$ cat config.mk
export PLATFORM = sky130hd
export DESIGN_NAME = s7_frame_align
export DESIGN_NICKNAME = d
export VERILOG_FILES = /design/src/rtl/s7_frame_align.sv
export SDC_FILE = /design/constraint.sdc
export NUM_CORES = 1
export LEC_CHECK = 0
export CORE_MARGIN = 2
export CORE_UTILIZATION = 48
export DETAILED_ROUTE_END_ITERATION = 16
export DONT_BUFFER_PORTS = 1
export GPL_TIMING_DRIVEN = 1
export REMOVE_ABC_BUFFERS = 1
export SLEW_MARGIN = 0
export SYNTH_ARGS = -nofsm -noshare
export SYNTH_HDL_FRONTEND = slang
export SYNTH_SLANG_ARGS = --single-unit
$ cat constraint.sdc
create_clock -name sys_clk -period 4.25 [get_ports sys_clk]
set_input_delay 0.6375 -clock sys_clk [delete_from_list [all_inputs] [get_ports sys_clk]]
set_output_delay 0.6375 -clock sys_clk [all_outputs]
set_load 0.02 [all_outputs]
$ cat src/rtl/s7_frame_align.sv
// s7_frame_align: bitslip controller aligning ISERDES frame-clock words.
// Define S7_FRAME_ALIGN_ERRCNT_EN to add the err_count port and counter.
module s7_frame_align #(
  parameter int unsigned      WIDTH     = 8,
  parameter logic [WIDTH-1:0] PATTERN   = 8'hF0,
  parameter int unsigned      SETTLE    = 16,
  parameter int unsigned      LOCK_CNT  = 64,
  parameter int unsigned      MAX_SLIPS = 16,
  localparam int unsigned     SW = $clog2(MAX_SLIPS + 1)
) (
  input  logic             sys_clk,
  input  logic             sys_rst,
  input  logic             enable,
  input  logic             frame_valid,
  input  logic [WIDTH-1:0] frame_word,
  output logic             bitslip,
  output logic             aligned,
  output logic             fail,
  output logic [SW-1:0]    slip_count
`ifdef S7_FRAME_ALIGN_ERRCNT_EN
  ,
  output logic [15:0]      err_count
`endif
);

  typedef enum logic [2:0] {
    S_IDLE,
    S_SETTLE,
    S_CHECK,
    S_LOCKED,
    S_FAIL
  } state_t;

  localparam logic [7:0]    SETTLE_V = 8'(SETTLE);
  localparam logic [15:0]   LOCK_V   = 16'(LOCK_CNT);
  localparam logic [SW-1:0] SLIP_MAX = SW'(MAX_SLIPS);

  state_t        state_q, state_d;
  logic [7:0]    settle_q, settle_d;
  logic [15:0]   match_q, match_d;
  logic [SW-1:0] slip_q, slip_d;
  logic          bitslip_q, bitslip_d;
  logic          aligned_q, aligned_d;
  logic          fail_q, fail_d;
  logic          hit;

  assign hit = (frame_word == PATTERN);

  always_comb begin
    state_d   = state_q;
    settle_d  = settle_q;
    match_d   = match_q;
    slip_d    = slip_q;
    bitslip_d = 1'b0;
    if (!enable) begin
      state_d = S_IDLE;
      slip_d  = '0;
    end else begin
      unique case (state_q)
        S_IDLE: begin
          state_d  = S_SETTLE;
          settle_d = SETTLE_V;
          match_d  = '0;
          slip_d   = '0;
        end
        S_SETTLE: begin
          if (frame_valid) begin
            settle_d = settle_q - 8'd1;
            if (settle_q == 8'd1) state_d = S_CHECK;
          end
        end
        S_CHECK: begin
          if (frame_valid) begin
            if (hit) begin
              match_d = match_q + 16'd1;
              if (match_q + 16'd1 == LOCK_V) state_d = S_LOCKED;
            end else if (slip_q == SLIP_MAX) begin
              state_d = S_FAIL;
            end else begin
              bitslip_d = 1'b1;
              slip_d    = slip_q + SW'(1);
              match_d   = '0;
              settle_d  = SETTLE_V;
              state_d   = S_SETTLE;
            end
          end
        end
        S_LOCKED: begin
          // losing lock re-enters CHECK without slipping
          if (frame_valid && !hit) begin
            match_d = '0;
            slip_d  = '0;
            state_d = S_CHECK;
          end
        end
        S_FAIL: begin
          state_d = S_FAIL;
        end
        default: state_d = S_IDLE;
      endcase
    end
    aligned_d = (state_d == S_LOCKED);
    fail_d    = (state_d == S_FAIL);
  end

  always_ff @(posedge sys_clk) begin
    if (sys_rst) begin
      state_q   <= S_IDLE;
      settle_q  <= '0;
      match_q   <= '0;
      slip_q    <= '0;
      bitslip_q <= 1'b0;
      aligned_q <= 1'b0;
      fail_q    <= 1'b0;
    end else begin
      state_q   <= state_d;
      settle_q  <= settle_d;
      match_q   <= match_d;
      slip_q    <= slip_d;
      bitslip_q <= bitslip_d;
      aligned_q <= aligned_d;
      fail_q    <= fail_d;
    end
  end

  assign bitslip    = bitslip_q;
  assign aligned    = aligned_q;
  assign fail       = fail_q;
  assign slip_count = slip_q;

`ifdef S7_FRAME_ALIGN_ERRCNT_EN
  logic [15:0] err_q;
  logic        err_hit;

  assign err_hit = enable && (state_q == S_LOCKED)
                 && frame_valid && !hit;

  always_ff @(posedge sys_clk) begin
    if (sys_rst) begin
      err_q <= '0;
    end else if (err_hit && (err_q != 16'hFFFF)) begin
      err_q <= err_q + 16'd1;
    end
  end

  assign err_count = err_q;
`endif

endmodule

==> run_results.csv, run 1 <==
group,metric,value,unit
floorplanning,die_area,4840,sq um
sta,slew_headroom,0.182,
critical_path,required,4.44,ns
sta,fin_crit,2.71,ns
finish,fillers,399,
placed_design,io_buffer_count,0,
clock_network,path_clk_slew,0.07,ns
clock_network,cts_root_buffer,"clkbuf_8",
yosys,synth-main-ff-cell,"dfxtp_1",
yosys,async_flop_share,0,
sta,tightest_slew,1.23,ns
critical_path,worst_r2r_startpoint,"slip_count[0]$_SDFFE_PP0P_",
clock_network,clk_latency,0.29,ns
clock_network,cts_tree,"yes",
power,p_per_area,305,nW/um^2
sta,skew,0.00389,ns
clock_network,cts_setup_buffers,0,
clock_network,cts_buffer_depth,2,
yosys,synth_edf_count,0,
hold_path,hp-class,"in2reg",
route,drt-vias-per-instance,5.91,
run,maxCapViolCount,0,
power,p_seq_frac,0.520,
global_routing,grt_use_total,0.191,
power,p_comb_frac,0.076,
yosys,netlist_area,2060,sq um
yosys,ys_ff_latch,35,
sta,finalHoldViolations,0,
route,final_antenna_net_count,0,
route,num_vias,1843,
yosys,syn_inst,266,
power,switchingPower,0.160,mW
finish,drive_above_1_share,0.0458,
finish,fin_nets,278,
global_routing,grt_max_degree,21,
power,p_leak,0.727,nW
clock_network,hold_buffers,0,
power,power.share.switching,0.241,
floorplanning,core,4060,sq um
critical_path,crit_path_start_kind,"register",
sta,fmax,369,MHz
sta,final_max_slew_viol_count,0,
floorplanning,fp.dieW,69.6,microns
placed_design,place_hpwl,3170,microns
power,peakVddDrop,0.177,mV
power,p_clk_frac,0.404,
route,drc,0,
floorplanning,start_util,0.509,
clock_network,cts_resized,0,
critical_path,cp_max_fo,11,
route,drt_pass1_iterations,4,
finish,syn2layout_area_growth,5.33,%
critical_path,crit_start,"slip_count[0]$_SDFFE_PP0P_",
global_routing,antenna_found_initial,0,
finish,final_common_cell,"dfxtp_1",
floorplanning,rows,23,
clock_network,htree_levels,2,
critical_path,worstPathArrival,2.90,ns
sta,finalSetupViolCount,0,
yosys,yosysWarningCount,0,
placed_design,placed_cell_area,2070,sq um
clock_network,clkSinkCount,35,
yosys,synth_cell_types,51,
global_routing,grt_pass1_vias,1580,
placed_design,detailedPlace.worstSlack,1.53,ns
sta,fin_setup_tns,0,ns
finish,final_cell_mix,"dfxtp_1 (35), nor2_1 (29), nand2_1 (25)",
power,p_int,0.504,mW
finish,postLayoutCellArea,2170,sq um
clock_network,cts_buffers,5,
sta,rsz0062_at_grt,"no",
sta,finalCritPeriodShare,0.638,
global_routing,grt-ovfl-total,0,
route,dr.first_iter.drc_count,168,
critical_path,crit_path_end_kind,"register",
global_routing,grt_pass1_wl,7560,microns
yosys,avgSynthCellArea,7.76,sq um
status,status,"finished clean",
critical_path,crit_type,"reg2reg",
floorplanning,die_y,69.6,microns
hold_path,hold_start,"sys_rst",
route,wl_per_cell,14.7,microns
finish,antenna_cells,0,
route,wl,4590,microns
floorplanning,io_pins,20,
yosys,yosysSeqAreaShare,0.339,
sta,fin_ws,1.54,ns
placed_design,gp_congestion,0.797,
[state kept, by name (all words and copies together), names as in the netlist]
register	flops
match_q	16
settle_q	8
slip_count	5
state_q	3
aligned	1
bitslip	1
fail	1
[metrics by stage]
stage	std cells	hold slack (ns)	power (mW)	util
after detailed placement	304	0.497	0.402	0.511
after global placement	304	0.487	0.404	0.511
after floorplan	254	0.465	0.392	-
after CTS	312	0.403	0.671	0.536
after global routing	312	0.398	0.697	0.536
final	312	0.412	0.664	0.536
[cells by family (layout without fill, tap and decap cells)]
kind of cell             count (synthesis)  after routing  share of synthesized area
buffers and inverters                   18             14                     0.0364
XOR/XNOR                                13             13                     0.0552
adder cells (fa/ha/maj)                  5              5                     0.0303
flip-flops                              35             35                      0.339
AND/OR/NAND/NOR                        134            134                      0.359
multiplexers                             1              1                    0.00485
AO/OA/AOI/OAI                           60             60                      0.175
[path summary, 6_finish.rpt]
path	end	slack (ns)	depth (start not counted)
worst min register to register	match_q[1]$_SDFFE_PP0P_	0.50	2
worst max-delay path	settle_q[4]$_SDFFE_PP0P_	1.54	8
worst max register to register	settle_q[4]$_SDFFE_PP0P_	1.54	8
worst min-delay path	match_q[6]$_SDFFE_PP0P_	0.41	1
[area by class of cell]
class | instances | area, sq um | share of cell area
Clock buffer | 8 | 100 | 0.0460
Tap cell | 50 | 62.6 | 0.0288
Multi-Input combinational cell | 213 | 1290 | 0.593
Inverter | 6 | 22.5 | 0.0104
Sequential cell | 35 | 701 | 0.322
[worst max-delay path, stage by stage (launching register included)]
cell and delay, ns:
dfxtp_1 0.52, inv_1 0.08, ha_1 0.20, nand4bb_1 0.19, o211ai_1 0.12, a221oi_1 1.01
and3_1 0.29, a41o_1 0.17, nor2_1 0.04
[Yosys cell counts, drive strengths merged (2+ instances only)]
cell type / instances / share of area
a211oi: 3 / 0.011
a21oi: 23 / 0.056
a311oi: 4 / 0.017
a31oi: 4 / 0.012
and2: 6 / 0.018
and3: 2 / 0.0061
and4: 2 / 0.0085
buf: 5 / 0.013
clkbuf: 7 / 0.013
dfxtp: 35 / 0.34
ha: 5 / 0.030
inv: 6 / 0.011
nand2: 26 / 0.051
nand2b: 3 / 0.0091
nand3: 14 / 0.034
nand3b: 5 / 0.018
nand4: 4 / 0.012
nor2: 29 / 0.053
nor2b: 2 / 0.0061
nor3: 13 / 0.037
nor3b: 2 / 0.0097
nor4: 7 / 0.024
nor4b: 2 / 0.0085
nor4bb: 2 / 0.0097
o21ai: 16 / 0.039
or3: 9 / 0.027
or4: 3 / 0.013
xnor2: 6 / 0.025
xor2: 7 / 0.030
[layer usage]
metal,up-vias,wire length [microns],global-route usage
met5,-,0,0
met4,0,53,0.0523
met3,4,173,0.0465
met2,41,1820,0.267
met1,832,2540,0.290
li1,966,-,-
[power groups by stage]
stage / Sequential (mW) / Clock, mW / Combinational (mW)
after floorplan: 0.350 / 0 / 0.0413
after global placement: 0.353 / 0 / 0.0508
after detailed placement: 0.352 / 0 / 0.0500
after CTS: 0.345 / 0.276 / 0.0503
after global routing: 0.346 / 0.293 / 0.0573
final: 0.345 / 0.268 / 0.0504
Note: power is estimated with default switching activity, not from simulation.
==> inputs of run 2 (changes only) <==
PLACE_DENSITY = 0.65   (was default)
clock period = 2.3 ns   (was 4.25 ns; I/O delays follow)
==> run_results.csv, run 2 (same netlist as run 1, synthesis figures left out) <==
group,metric,value,unit
finish,postLayoutCellArea,2260,sq um
route,drt-vias-per-instance,5.84,
finish,drive_above_1_share,0.0916,
placed_design,place_hpwl,3370,microns
power,p_per_area,519,nW/um^2
global_routing,met3_usage,0.0509,
route,drc,0,
power,p_seq_frac,0.540,
route,num_vias,1886,
global_routing,grt_pass1_vias,1759,
sta,fin_setup_tns,0,ns
placed_design,io_buffer_count,0,
clock_network,cts_root_buffer,"clkbuf_8",
floorplanning,die_y,69.6,microns
finish,top_register,"match_q",
sta,finalCritPeriodShare,0.925,
finish,final_cell_mix,"dfxtp_1 (35), nor2_1 (29), nand2_1 (25)",
floorplanning,io_pins,20,
floorplanning,start_util,0.509,
sta,fmax,470,MHz
sta,tightest_slew,0.486,ns
floorplanning,die_area,4840,sq um
power,power.share.switching,0.237,
finish,syn2layout_area_growth,9.45,%
power,switchingPower,0.278,mW
finish,final_common_cell,"dfxtp_1",
critical_path,required,2.50,ns
route,final_antenna_net_count,0,
placed_design,gp_congestion,0.848,
global_routing,antenna_found_initial,0,
finish,finish.utilization,0.557,
global_routing,grt_pass1_wl,8020,microns
clock_network,cts_tree,"yes",
run,maxCapViolCount,0,
finish,fin_nets,290,
critical_path,crit_path_start_kind,"register",
clock_network,hold_buffers,0,
power,p_int,0.895,mW
status,status,"finished clean",
clock_network,clkSinkCount,35,
global_routing,grt_max_degree,21,
sta,final_max_slew_viol_count,0,
critical_path,worstPathArrival,2.33,ns
floorplanning,fp.dieW,69.6,microns
clock_network,cts_buffers,5,
critical_path,r2r_slack,0.17,ns
sta,rsz0062_at_grt,"no",
sta,finalHoldViolations,0,
route,dr.first_iter.drc_count,141,
placed_design,placed_cell_area,2160,sq um
sta,skew,0.00395,ns
sta,fin_crit,2.13,ns
global_routing,grt_use_total,0.201,
power,peakVddDrop,0.437,mV
clock_network,path_clk_slew,0.07,ns
critical_path,cp_max_fo,6,
floorplanning,rows,23,
route,wl,4580,microns
floorplanning,core,4060,sq um
clock_network,cts_buffer_depth,2,
route,drt_pass1_iterations,4,
critical_path,crit_path_end_kind,"register",
sta,slew_headroom,0.673,
power,p_clk_frac,0.375,
finish,antenna_cells,0,
power,p_comb_frac,0.085,
sta,finalSetupViolCount,0,
clock_network,htree_levels,2,
power,p_leak,0.785,nW
finish,largest_reg_flops,16,
critical_path,crit_type,"reg2reg",
global_routing,use_met1,0.282,
global_routing,gr-usage-met2,0.304,
global_routing,grt.busiest_layer,"met2",
clock_network,clk_latency,0.28,ns
route,wl_per_cell,14.2,microns
global_routing,grt-ovfl-total,0,
hold_path,hp-class,"in2reg",
-- run 2: worst max-delay path: stages, from the launching register on --
cell and delay (ns):
dfxtp_1 0.41, ha_1 0.26, nand3_1 0.12, nor3_1 0.33, nand3_1 0.12, a2111oi_1 0.44
a31oi_1 0.18, nor3_1 0.19
-- run 2: path summary, 6_finish.rpt --
path / cells past startpoint / endpoint / from
worst max register to register: 7 / state_q[0]$_SDFF_PP0_ / match_q[0]$_SDFFE_PP0P_
worst min-delay path: 1 / match_q[3]$_SDFFE_PP0P_ / sys_rst
worst max-delay path: 7 / state_q[0]$_SDFF_PP0_ / match_q[0]$_SDFFE_PP0P_
worst min register to register: 2 / match_q[1]$_SDFFE_PP0P_ / match_q[1]$_SDFFE_PP0P_
-- run 2: cell type report --
cell class                 instances  area, sq um
inverter                           6         22.5
timing repair buffer              12         90.1
multi-input combinational        213         1300
sequential                        35          701
clock buffer                       6         82.6
fill                             383         1800
clock inverter                     1         5.00
tap                               50         62.6
-- run 2: per-layer routing --
| layer | vias to the layer above | share of wire |
|---|---|---|
| li1 | 986 | - |
| met1 | 862 | 0.50 |
| met2 | 36 | 0.45 |
| met3 | 2 | 0.050 |
| met4 | 0 | 0.0055 |
| met5 | - | 0 |
-- run 2: stage by stage --
| stage | hold WS, ns | cells | total power, mW | worst slack, ns |
|---|---|---|---|---|
| floorplan | 0.414 | 254 | 0.724 | -0.0696 |
| finish | 0.126 | 323 | 1.17 | 0.173 |
| detailed placement | 0.420 | 316 | 0.747 | 0.0756 |
| CTS | 0.120 | 323 | 1.19 | 0.0666 |
| global placement | 0.418 | 316 | 0.747 | 0.168 |
| global route | 0.114 | 323 | 1.23 | 0.0174 |
-- run 2: repair_timing --
action,4_1_cts,5_1_grt
resized for setup,0,2
endpoints found under the setup margin,0,3
setup buffers,0,0
-- run 2: power by group through the flow --
| stage | clock network, mW | logic, mW | registers [mW] |
|---|---|---|---|
| 3_3_place_gp | 0 | 0.100 | 0.647 |
| 3_5_place_dp | 0 | 0.101 | 0.647 |
| 4_1_cts | 0.455 | 0.101 | 0.633 |
| 6_report | 0.439 | 0.0999 | 0.633 |
| 2_1_floorplan | 0 | 0.0764 | 0.648 |
| 5_1_grt | 0.477 | 0.116 | 0.635 |
==> inputs of run 3 (changes only) <==
PLACE_DENSITY = default   (was 0.65)
RECOVER_POWER = 25   (was default)
SKIP_LAST_GASP = 1   (was default)
clock period = 2.08 ns   (was 2.3 ns; I/O delays follow)
==> run_results.csv, run 3 (same netlist as run 1, synthesis figures left out) <==
group,metric,value,unit
critical_path,r2r_slack,0.14,ns
power,p_leak,0.829,nW
clock_network,cts_tree,"yes",
route,wl,4880,microns
critical_path,r2r_cells,5,
floorplanning,rows,23,
global_routing,grt_max_degree,21,
route,num_vias,1922,
hold_path,hp-class,"in2reg",
route,drt_pass1_iterations,6,
hold_path,worstHoldEndpoint,"match_q[1]$_SDFFE_PP0P_",
route,drt-vias-per-instance,5.75,
clock_network,cts_root_buffer,"clkbuf_8",
floorplanning,start_util,0.509,
clock_network,cts_buffers,5,
floorplanning,core,4060,sq um
clock_network,clkSinkCount,35,
critical_path,worstPathArrival,2.15,ns
clock_network,hold_buffers,0,
sta,slew_headroom,0.700,
route,wl_per_cell,14.6,microns
clock_network,clk_latency,0.29,ns
sta,skew,0.00955,ns
clock_network,htree_levels,2,
finish,drive_above_1_share,0.109,
hold_path,hold_start,"sys_rst",
finish,top_register,"match_q",
critical_path,required,2.29,ns
global_routing,antenna_found_initial,0,
sta,fin_crit,1.94,ns
critical_path,crit_path_end_kind,"register",
route,dr.first_iter.drc_count,167,
floorplanning,fp.dieW,69.6,microns
finish,fin_nets,300,
sta,fin_setup_tns,0,ns
finish,fillers,386,
sta,fmax,516,MHz
sta,finalHoldViolations,0,
power,p_per_area,561,nW/um^2
hold_path,hold_depth,1,
clock_network,cts_buffer_depth,2,
global_routing,grt_pass1_vias,1723,
floorplanning,io_pins,20,
floorplanning,die_area,4840,sq um
global_routing,grt-ovfl-total,0,
global_routing,grt_pass1_wl,8180,microns
global_routing,grt_use_total,0.207,
route,final_antenna_net_count,0,
sta,final_max_slew_viol_count,0,
finish,final_cells,334,
finish,antenna_cells,0,
route,drc,0,
power,peakVddDrop,0.373,mV
critical_path,crit_type,"reg2reg",
sta,rsz0062_at_grt,"yes",
sta,whs,0.0797,ns
finish,final_cell_mix,"dfxtp_1 (34), nor2_1 (29), nand2_1 (25)",
sta,finalSetupViolCount,0,
critical_path,r2r-end,"match_q[13]$_SDFFE_PP0P_",
critical_path,worst_r2r_startpoint,"match_q[4]$_SDFFE_PP0P_",
floorplanning,die_y,69.6,microns
sta,tightest_slew,0.447,ns
placed_design,place_hpwl,3560,microns
finish,largest_reg_flops,16,
critical_path,cp_max_fo,7,
finish,final_common_cell,"dfxtp_1",
run,maxCapViolCount,0,
clock_network,cts_setup_buffers,0,
sta,finalCritPeriodShare,0.931,
status,status,"finished clean",
critical_path,crit_path_start_kind,"register",
placed_design,io_buffer_count,0,
finish,syn2layout_area_growth,12.6,%
placed_design,gp_congestion,0.887,
clock_network,path_clk_slew,0.08,ns
placed_design,dp.cells,326,
-- run 3: how the worst max path moves through the flow --
stage / startpoint / end / slack [ns] / cells past startpoint
global placement: frame_word[1] / match_q[13]$_SDFFE_PP0P_ / 0.16 / 5
finish: match_q[4]$_SDFFE_PP0P_ / match_q[13]$_SDFFE_PP0P_ / 0.14 / 5
detailed placement: match_q[3]$_SDFFE_PP0P_ / state_q[0]$_SDFF_PP0_ / 0.10 / 6
CTS: slip_count[0]$_SDFFE_PP0P_ / slip_count[3]$_SDFFE_PP0P_ / 0.09 / 8
global route: match_q[2]$_SDFFE_PP0P_ / state_q[0]$_SDFF_PP0_ / -0.05 / 6
floorplan: slip_count[0]$_SDFFE_PP0P_ / settle_q[4]$_SDFFE_PP0P_ / -0.29 / 8
-- run 3: routing by layer --
metal  GRT usage  up-vias  share of wire
met1       0.318      857           0.51
li1            -     1002              -
met4      0.0436        0         0.0039
met5           0        -              0
met3      0.0523        2          0.068
met2       0.291       61           0.41
-- run 3: per-stage QoR --
| step | area (sq um) | power, mW | util | setup WS (ns) |
|---|---|---|---|---|
| global placement | 2240 | 0.832 | 0.552 | 0.155 |
| detailed placement | 2240 | 0.831 | 0.552 | 0.102 |
| CTS | 2320 | 1.31 | 0.573 | 0.0949 |
| finish | 2320 | 1.30 | 0.573 | 0.143 |
| global route | 2320 | 1.36 | 0.573 | -0.0459 |
| floorplan | 2010 | 0.801 | - | -0.290 |
-- run 3: critical path, cell delays in order, from the launching register on --
cell     delay, ns
dfxtp_1       0.43
nand2_1       0.15
buf_4         0.20
or3_1         0.41
or4_1         0.51
a21oi_1       0.16
-- run 3: power by group --
part	total [mW]	leakage [nW]	internal (mW)	switching, mW
sequential	0.701	0.284	0.685	0.0152
clock	0.487	0.0412	0.234	0.253
combinational	0.116	0.504	0.0475	0.0686
total	1.30	0.829	0.967	0.337
-- run 3: final cells by class --
cell class	count	area [sq um]	share of cell area
Multi-Input combinational cell	213	1310	0.562
Sequential cell	35	702	0.302
Tap cell	50	62.6	0.0269
Inverter	6	22.5	0.00969
Timing Repair Buffer	22	146	0.0630
Clock buffer	6	72.6	0.0312
Clock inverter	2	12.5	0.00538
-- run 3: what timing repair did --
| action | CTS | global route |
|---|---|---|
| endpoints found under the hold margin | 0 | 0 |
| gates resized for setup | 0 | 5 |
| setup endpoints to repair | 0 | 15 |
